**src/rtl/gmii_cut_through_router_pkg.sv**
```systemverilog
// Shared types and constants for the cut-through GMII router and its MAC lookup.
package gmii_router_definitions;

   localparam int NUM_PORTS_DEF   = 4;
   localparam int TABLE_DEPTH_DEF = 8;

   localparam logic [7:0]  SFD           = 8'hD5;
   localparam logic [7:0]  PREAMBLE_BYTE = 8'h55;
   localparam logic [47:0] BCAST_MAC     = 48'hFFFF_FFFF_FFFF;

   typedef struct packed {
      logic [7:0] data;
      logic       dv;
      logic       er;
   } gmii_interface;

   typedef logic [NUM_PORTS_DEF-1:0][TABLE_DEPTH_DEF-1:0][47:0] switch_table;

   typedef enum logic [2:0] {
      ST_IDLE,
      ST_PRE,
      ST_DA,
      ST_PAY,
      ST_DROP
   } parser_state_e;

endpackage

```
**src/rtl/gmii_cut_through_router_if.sv**
```systemverilog
// Ingress stream plus per-egress streams of one router instance.
interface gmii_cut_through_router_if
   import gmii_router_definitions::*;
#(
   parameter int NUM_PORTS = NUM_PORTS_DEF
) ();

   gmii_interface                 gmii_rx_in;
   gmii_interface [NUM_PORTS-1:0] gmii_tx_out;

   modport master (output gmii_rx_in, input gmii_tx_out);
   modport slave  (input gmii_rx_in, output gmii_tx_out);

endinterface

```
**src/rtl/gmii_cut_through_router_lookup.sv**
```systemverilog
// Registered MAC lookup: one cycle from request to egress port mask; never stalls.
// GMII_ROUTER_STATS_EN adds a saturating count of flood decisions.
module gmii_mac_lookup
   import gmii_router_definitions::*;
#(
   parameter int NUM_PORTS     = NUM_PORTS_DEF,
   parameter int TABLE_DEPTH   = TABLE_DEPTH_DEF,
   parameter int THIS_PORT     = 0,
   parameter int FLOOD_UNKNOWN = 1,
   parameter int FLOOD_MCAST   = 1
) (
   input  logic                                        clk,
   input  logic                                        rst,
   input  logic [NUM_PORTS-1:0][TABLE_DEPTH-1:0][47:0] mac_table_i,
   input  logic                                        req_i,
   input  logic [47:0]                                 da_i,
   output logic                                        vld_o,
   output logic [NUM_PORTS-1:0]                        mask_o
`ifdef GMII_ROUTER_STATS_EN
   ,
   output logic [31:0]                                 stat_flood_o
`endif
);

   logic [NUM_PORTS-1:0][TABLE_DEPTH-1:0][47:0] table_q;
   logic [NUM_PORTS-1:0] hit, own, flood_mask, mask_d, mask_q;
   logic                 bcast_mc, miss, vld_q;

   always_comb begin
      hit = '0;
      for (int i = 0; i < NUM_PORTS; i++)
         for (int j = 0; j < TABLE_DEPTH; j++)
            if (table_q[i][j] == da_i && table_q[i][j] != '0)
               hit[i] = 1'b1;
      flood_mask            = '1;
      flood_mask[THIS_PORT] = 1'b0;
      own                   = hit;
      own[THIS_PORT]        = 1'b0;
      bcast_mc = (da_i == BCAST_MAC) || (FLOOD_MCAST != 0 && da_i[40]);
      // A hit only on our own port filters the frame rather than flooding it.
      miss     = (hit == '0);
      if (bcast_mc)
         mask_d = flood_mask;
      else if (miss)
         mask_d = (FLOOD_UNKNOWN != 0) ? flood_mask : '0;
      else
         mask_d = own;
   end

   always_ff @(posedge clk or posedge rst) begin
      if (rst) begin
         table_q <= '0;
         vld_q   <= 1'b0;
         mask_q  <= '0;
      end else begin
         table_q <= mac_table_i;
         vld_q   <= req_i;
         if (req_i)
            mask_q <= mask_d;
      end
   end

   assign vld_o  = vld_q;
   assign mask_o = mask_q;

`ifdef GMII_ROUTER_STATS_EN
   logic        flood_d;
   logic [31:0] flood_cnt_q;

   assign flood_d = bcast_mc || (miss && FLOOD_UNKNOWN != 0);

   always_ff @(posedge clk or posedge rst) begin
      if (rst)
         flood_cnt_q <= '0;
      else if (req_i && flood_d && flood_cnt_q != 32'hFFFF_FFFF)
         flood_cnt_q <= flood_cnt_q + 32'd1;
   end

   assign stat_flood_o = flood_cnt_q;
`endif

endmodule

```
**src/rtl/gmii_cut_through_router.sv**
```systemverilog
// Per-ingress cut-through GMII forwarder: fixed 17-cycle latency, no backpressure (stream cannot stall).
// GMII_ROUTER_STATS_EN adds stat_fwd/stat_drop/stat_flood saturating counters.
module gmii_cut_through_router
   import gmii_router_definitions::*;
#(
   parameter int NUM_PORTS     = NUM_PORTS_DEF,
   parameter int TABLE_DEPTH   = TABLE_DEPTH_DEF,
   parameter int THIS_PORT     = 0,
   parameter int MAX_PREAMBLE  = 7,
   parameter int FLOOD_UNKNOWN = 1,
   parameter int FLOOD_MCAST   = 1
) (
   input  logic                                        clk,
   input  logic                                        rst,
   input  logic [NUM_PORTS-1:0][TABLE_DEPTH-1:0][47:0] mac_table,
   gmii_cut_through_router_if.slave                    gmii
`ifdef GMII_ROUTER_STATS_EN
   ,
   output logic [31:0]                                 stat_fwd,
   output logic [31:0]                                 stat_drop,
   output logic [31:0]                                 stat_flood
`endif
);

   localparam int         PIPE_DEPTH = 16;
   localparam logic [3:0] MAX_PRE    = 4'(MAX_PREAMBLE);

   gmii_interface                  rx;
   gmii_interface [PIPE_DEPTH-1:0] pipe_q;
   gmii_interface [NUM_PORTS-1:0]  tx_q;
   parser_state_e                  state_q;
   logic [3:0]                     pre_cnt_q;
   logic [2:0]                     da_cnt_q;
   logic [39:0]                    da_q;
   logic [47:0]                    da_full;
   logic                           lk_req, lk_vld, head, pending_valid_q;
   logic [NUM_PORTS-1:0]           lk_mask, pending_mask_q, active_mask_q, head_mask;

   assign rx        = gmii.gmii_rx_in;
   assign da_full   = {da_q, rx.data};
   assign lk_req    = (state_q == ST_DA) && rx.dv && (da_cnt_q == 3'd5);
   assign head      = pipe_q[PIPE_DEPTH-2].dv && !pipe_q[PIPE_DEPTH-1].dv;
   assign head_mask = pending_valid_q ? pending_mask_q : '0;

   always_ff @(posedge clk or posedge rst) begin
      if (rst) begin
         state_q   <= ST_IDLE;
         pre_cnt_q <= '0;
         da_cnt_q  <= '0;
         da_q      <= '0;
      end else begin
         case (state_q)
            ST_IDLE:
               if (rx.dv) begin
                  if (rx.data == PREAMBLE_BYTE) begin
                     state_q   <= ST_PRE;
                     pre_cnt_q <= 4'd1;
                  end else if (rx.data == SFD) begin
                     state_q  <= ST_DA;
                     da_cnt_q <= '0;
                  end else begin
                     state_q <= ST_DROP;
                  end
               end
            ST_PRE:
               if (!rx.dv)
                  state_q <= ST_IDLE;
               else if (rx.data == SFD) begin
                  state_q  <= ST_DA;
                  da_cnt_q <= '0;
               end else if (rx.data == PREAMBLE_BYTE && pre_cnt_q < MAX_PRE)
                  pre_cnt_q <= pre_cnt_q + 4'd1;
               else
                  state_q <= ST_DROP;
            ST_DA:
               if (!rx.dv)
                  state_q <= ST_IDLE;
               else begin
                  da_q <= da_full[39:0];
                  if (da_cnt_q == 3'd5)
                     state_q <= ST_PAY;
                  else
                     da_cnt_q <= da_cnt_q + 3'd1;
               end
            ST_PAY, ST_DROP:
               if (!rx.dv)
                  state_q <= ST_IDLE;
            default:
               state_q <= ST_IDLE;
         endcase
      end
   end

   gmii_mac_lookup #(
      .NUM_PORTS    (NUM_PORTS),
      .TABLE_DEPTH  (TABLE_DEPTH),
      .THIS_PORT    (THIS_PORT),
      .FLOOD_UNKNOWN(FLOOD_UNKNOWN),
      .FLOOD_MCAST  (FLOOD_MCAST)
   ) u_lookup (
      .clk         (clk),
      .rst         (rst),
      .mac_table_i (mac_table),
      .req_i       (lk_req),
      .da_i        (da_full),
      .vld_o       (lk_vld),
      .mask_o      (lk_mask)
`ifdef GMII_ROUTER_STATS_EN
      ,
      .stat_flood_o(stat_flood)
`endif
   );

   // The lookup lands at least one cycle before the frame head reaches the last stage.
   always_ff @(posedge clk or posedge rst) begin
      if (rst) begin
         pipe_q          <= '0;
         pending_mask_q  <= '0;
         pending_valid_q <= 1'b0;
         active_mask_q   <= '0;
         tx_q            <= '0;
      end else begin
         pipe_q <= {pipe_q[PIPE_DEPTH-2:0], rx};
         if (head) begin
            active_mask_q   <= head_mask;
            pending_valid_q <= 1'b0;
         end
         if (lk_vld) begin
            pending_mask_q  <= lk_mask;
            pending_valid_q <= 1'b1;
         end
         for (int i = 0; i < NUM_PORTS; i++)
            tx_q[i] <= (active_mask_q[i] && i != THIS_PORT) ? pipe_q[PIPE_DEPTH-1] : '0;
      end
   end

   assign gmii.gmii_tx_out = tx_q;

`ifdef GMII_ROUTER_STATS_EN
   logic [31:0] fwd_q, drop_q;

   always_ff @(posedge clk or posedge rst) begin
      if (rst) begin
         fwd_q  <= '0;
         drop_q <= '0;
      end else if (head) begin
         if (head_mask != '0) begin
            if (fwd_q != 32'hFFFF_FFFF)
               fwd_q <= fwd_q + 32'd1;
         end else if (drop_q != 32'hFFFF_FFFF) begin
            drop_q <= drop_q + 32'd1;
         end
      end
   end

   assign stat_fwd  = fwd_q;
   assign stat_drop = drop_q;
`endif

endmodule

```
**src/flat_wrapper.sv**
```systemverilog
// flat-port wrapper written by rule: the top's interface ports become plain ports
module gmii_cut_through_router_flat import gmii_router_definitions::*;
#(
   parameter int NUM_PORTS     = NUM_PORTS_DEF,
   parameter int TABLE_DEPTH   = TABLE_DEPTH_DEF,
   parameter int THIS_PORT     = 0,
   parameter int MAX_PREAMBLE  = 7,
   parameter int FLOOD_UNKNOWN = 1,
   parameter int FLOOD_MCAST   = 1
)
  (clk, rst, mac_table, gmii_gmii_rx_in, gmii_gmii_tx_out);
  gmii_cut_through_router_if #(.NUM_PORTS(NUM_PORTS)) gmii_i ();
  input  logic clk;
  input  logic rst;
  input  logic [NUM_PORTS-1:0][TABLE_DEPTH-1:0][47:0] mac_table;
  input wire logic [$bits(gmii_i.gmii_rx_in)-1:0] gmii_gmii_rx_in;
  output wire logic [$bits(gmii_i.gmii_tx_out)-1:0] gmii_gmii_tx_out;
  assign gmii_i.gmii_rx_in = gmii_gmii_rx_in;
  assign gmii_gmii_tx_out = gmii_i.gmii_tx_out;
  gmii_cut_through_router #(.NUM_PORTS(NUM_PORTS), .TABLE_DEPTH(TABLE_DEPTH), .THIS_PORT(THIS_PORT), .MAX_PREAMBLE(MAX_PREAMBLE), .FLOOD_UNKNOWN(FLOOD_UNKNOWN), .FLOOD_MCAST(FLOOD_MCAST)) u_core (.clk(clk), .rst(rst), .mac_table(mac_table), .gmii(gmii_i));
endmodule
```
**config.mk**
```make
export PLATFORM = sky130hd
export DESIGN_NAME = gmii_cut_through_router_flat
export DESIGN_NICKNAME = d
export VERILOG_FILES = /design/src/rtl/gmii_cut_through_router_pkg.sv /design/src/rtl/gmii_cut_through_router_if.sv /design/src/rtl/gmii_cut_through_router_lookup.sv /design/src/rtl/gmii_cut_through_router.sv /design/src/flat_wrapper.sv
export SDC_FILE = /design/constraint.sdc
export NUM_CORES = 2
export LEC_CHECK = 0
export CAP_MARGIN = 10
export CORE_AREA = 2 2 612 614
export DETAILED_ROUTE_END_ITERATION = 12
export DIE_AREA = 0 0 614 616
export SYNTH_ARGS = -nofsm -noshare
export SYNTH_HDL_FRONTEND = slang
export SYNTH_HIERARCHICAL = 1
export SYNTH_SLANG_ARGS = --single-unit
```
**constraint.sdc**
```tcl
create_clock -name clk -period 62.3 [get_ports clk]
set_input_delay 12.46 -clock clk [delete_from_list [all_inputs] [get_ports clk]]
set_output_delay 12.46 -clock clk [all_outputs]
set_load 0.01 [all_outputs]
```
==> flow_summary.json <==
{
  "status": "complete, no violations",
  "die_y_um": 616,
  "coreArea_um2": 371000,
  "drive_above_1_share_pct": 9.13,
  "path_buf_inv": 7,
  "clkTransAtPathRegs_ns": 0.06,
  "netlist_area_um2": 67700,
  "worst_slew_pin_slew_ns": 1.14,
  "hpwl_um": 336000,
  "fin_tns_setup_ns": 0,
  "vias_per_cell": 4.36,
  "worst_slack_ns": 45.32,
  "arrival_ns": 17.84,
  "area_growth_pct": 42.7,
  "max_stage_delay_ns": 0.95,
  "stdcell_area_um2": 96600,
  "ant_nets": 0,
  "die_x_um": 614,
  "overflow": 0,
  "cts.sinks": 1787,
  "power.density_nw_per_um2": 28.8,
  "yosysWarnings": 6,
  "critPathLaunchType": "primary input",
  "cts_max_level": 4,
  "worstSetupPathType": "in -> async",
  "clock_latency_ns": 0.91,
  "cts_buffer_depth": 4,
  "period_share_pct": 27.3,
  "finClkSkew_ns": 0.0579,
  "cts_root_buffer": "clkbuf_16",
  "critPathSlowestCell": "buf_4",
  "drc": 0,
  "routedWlPerCell_um": 36.7,
  "post_cts_buffers": 0,
  "max-cap-violations": 0,
  "cp.required_ns": 63.16,
  "drt_iter0_drc": 5014,
  "wl_um": 431000,
  "maxSlewHeadroom_pct": 23.2,
  "critPathCaptureType": "asynchronous set/reset pin",
  "crit_top_cell": "buf_4",
  "finalHoldViolCount": 0,
  "min_period_ns": 16.98,
  "globalplace.congestion": 0.958,
  "critPathTopFamily": "buffers and inverters",
  "path_cells": "clkdlybuf4s50_1, inv_8, buf_4, buf_4, buf_4, buf_4, buf_4",
  "setup_violations": 0,
  "cts_resized": 0,
  "cts_tree": "done",
  "grt_start_max_net_pins": 188,
  "max_freq_ghz": 0.0589,
  "grt_setup_unrepaired": "no",
  "die_area_um2": 378000,
  "hold_buffers": 0,
  "worstPathMaxFanout": 97,
  "syn_avg_cell_area_um2": 14.3,
  "pin_count": 1588,
  "synthCells": 4726,
  "cts_buffers": 198,
  "ir_drop_v": 0.0000214,
  "via_count": 51200,
  "io_buffer_count": 1577,
  "nets": 8002,
  "antenna_found_initial": 210,
  "slew_violations": 0,
  "initial_utilization_pct": 18.2,
  "grt_pass1_vias": 54600,
  "hold_path_class": "reg -> reg",
  "grtUsageTotal_pct": 22.2,
  "pre_cts_ws_ns": 44.18,
  "grt_pass1_wl_um": 548000,
  "hold_ws_ns": 0.340,
  "leakagePower_uw": 0.0414,
  "place_area_um2": 89300,
  "num_rows": 224,
  "first_pass_iters": 6
}
power breakdown:
group          internal, uW  total (uW)  switching, uW
registers              1220        1290           72.8
clock network           721        1250            526
logic                   126         247            121
total                  2060        2790            720
layout by cell type (no fill, tap or decap), types with 4 or more instances in the layout:
| master | instances |
|---|---|
| and2_1 | 31 |
| buf_12 | 4 |
| buf_4 | 145 |
| buf_6 | 8 |
| bufinv_16 | 22 |
| clkbuf_1 | 28 |
| clkbuf_16 | 199 |
| clkbuf_8 | 28 |
| clkdlybuf4s50_1 | 1569 |
| clkinv_16 | 6 |
| clkinv_2 | 31 |
| clkinv_4 | 8 |
| clkinvlp_4 | 17 |
| conb_1 | 10 |
| dfrtp_1 | 1747 |
| dfrtp_4 | 40 |
| diode_2 | 145 |
| inv_6 | 13 |
| inv_8 | 9 |
| mux2_2 | 43 |
| nand2_1 | 17 |
| nand2b_1 | 5 |
| nand4_1 | 192 |
| nor2_1 | 6 |
| nor3_1 | 36 |
| nor4_1 | 784 |
| nor4_2 | 24 |
| o21ai_0 | 11 |
| xor2_1 | 1536 |
path summary, 6_finish.rpt:
| kind | from | endpoint | slack [ns] | cells past startpoint |
|---|---|---|---|---|
| max | rst | u_core/u_lookup/table_q[1477] | 45.32 | 7 |
| min | u_core/pipe_q[100] | u_core/pipe_q[110] | 0.34 | 0 |
| max reg2reg | u_core/da_q[10] | u_core/u_lookup/mask_o[3] | 57.71 | 9 |
| min reg2reg | u_core/pipe_q[100] | u_core/pipe_q[110] | 0.34 | 0 |
| max in group clk | gmii_gmii_rx_in[9] | u_core/u_lookup/mask_o[3] | 46.74 | 12 |
| min in group asynchronous | rst | u_core/u_lookup/table_q[1006] | 12.21 | 2 |
final cells by class:
class | count | area [um2]
Timing Repair Buffer | 1727 | 17000
Clock inverter | 106 | 1420
Inverter | 5 | 33.8
Multi-Input combinational cell | 2732 | 21300
Tap cell | 4972 | 6220
Antenna cell | 145 | 363
Fill cell | 38300 | 275000
Sequential cell | 1787 | 44900
Clock buffer | 255 | 5470
layer usage:
metal,vias up,global-route usage [%],share of wire (%),wire length [um]
li1,20000,-,-,-
met1,26400,25.0,37,158000
met2,3510,37.7,49,211000
met3,1159,5.12,7.2,31000
met4,40,13.6,7.0,30000
met5,-,0,0.053,227
worst reg2reg max path, delay by kind of cell (launching register included):
kind | cells | cell delay [ns]
xor+xnor | 1 | 0.17
simple gates | 6 | 2.44
flops | 1 | 0.94
buf+inv | 1 | 0.64
compound gates | 1 | 0.29
stage by stage:
| stage | instances | total power (uW) | util, % |
|---|---|---|---|
| 2_1_floorplan | 4735 | 1360 | - |
| 3_3_place_gp | 11200 | 1560 | 24.1 |
| 3_5_place_dp | 11200 | 1550 | 24.1 |
| 4_1_cts | 11600 | 2810 | 25.9 |
| 5_1_grt | 11700 | 2880 | 26.0 |
| 6_report | 11700 | 2790 | 26.0 |
flip-flops by register name (all words and copies together) (netlist names), 3 cells and up:
name / cells
u_core/u_lookup/mask_o: 3
u_core/da_q: 40
u_core/gmii.gmii_tx_out: 30
u_core/pipe_q: 160
u_core/active_mask_q: 3
u_core/u_lookup/table_q: 1536
u_core/state_q: 3
u_core/da_cnt_q: 3
u_core/pending_mask_q: 3
u_core/pre_cnt_q: 4
(Power assumes the default switching activity.)
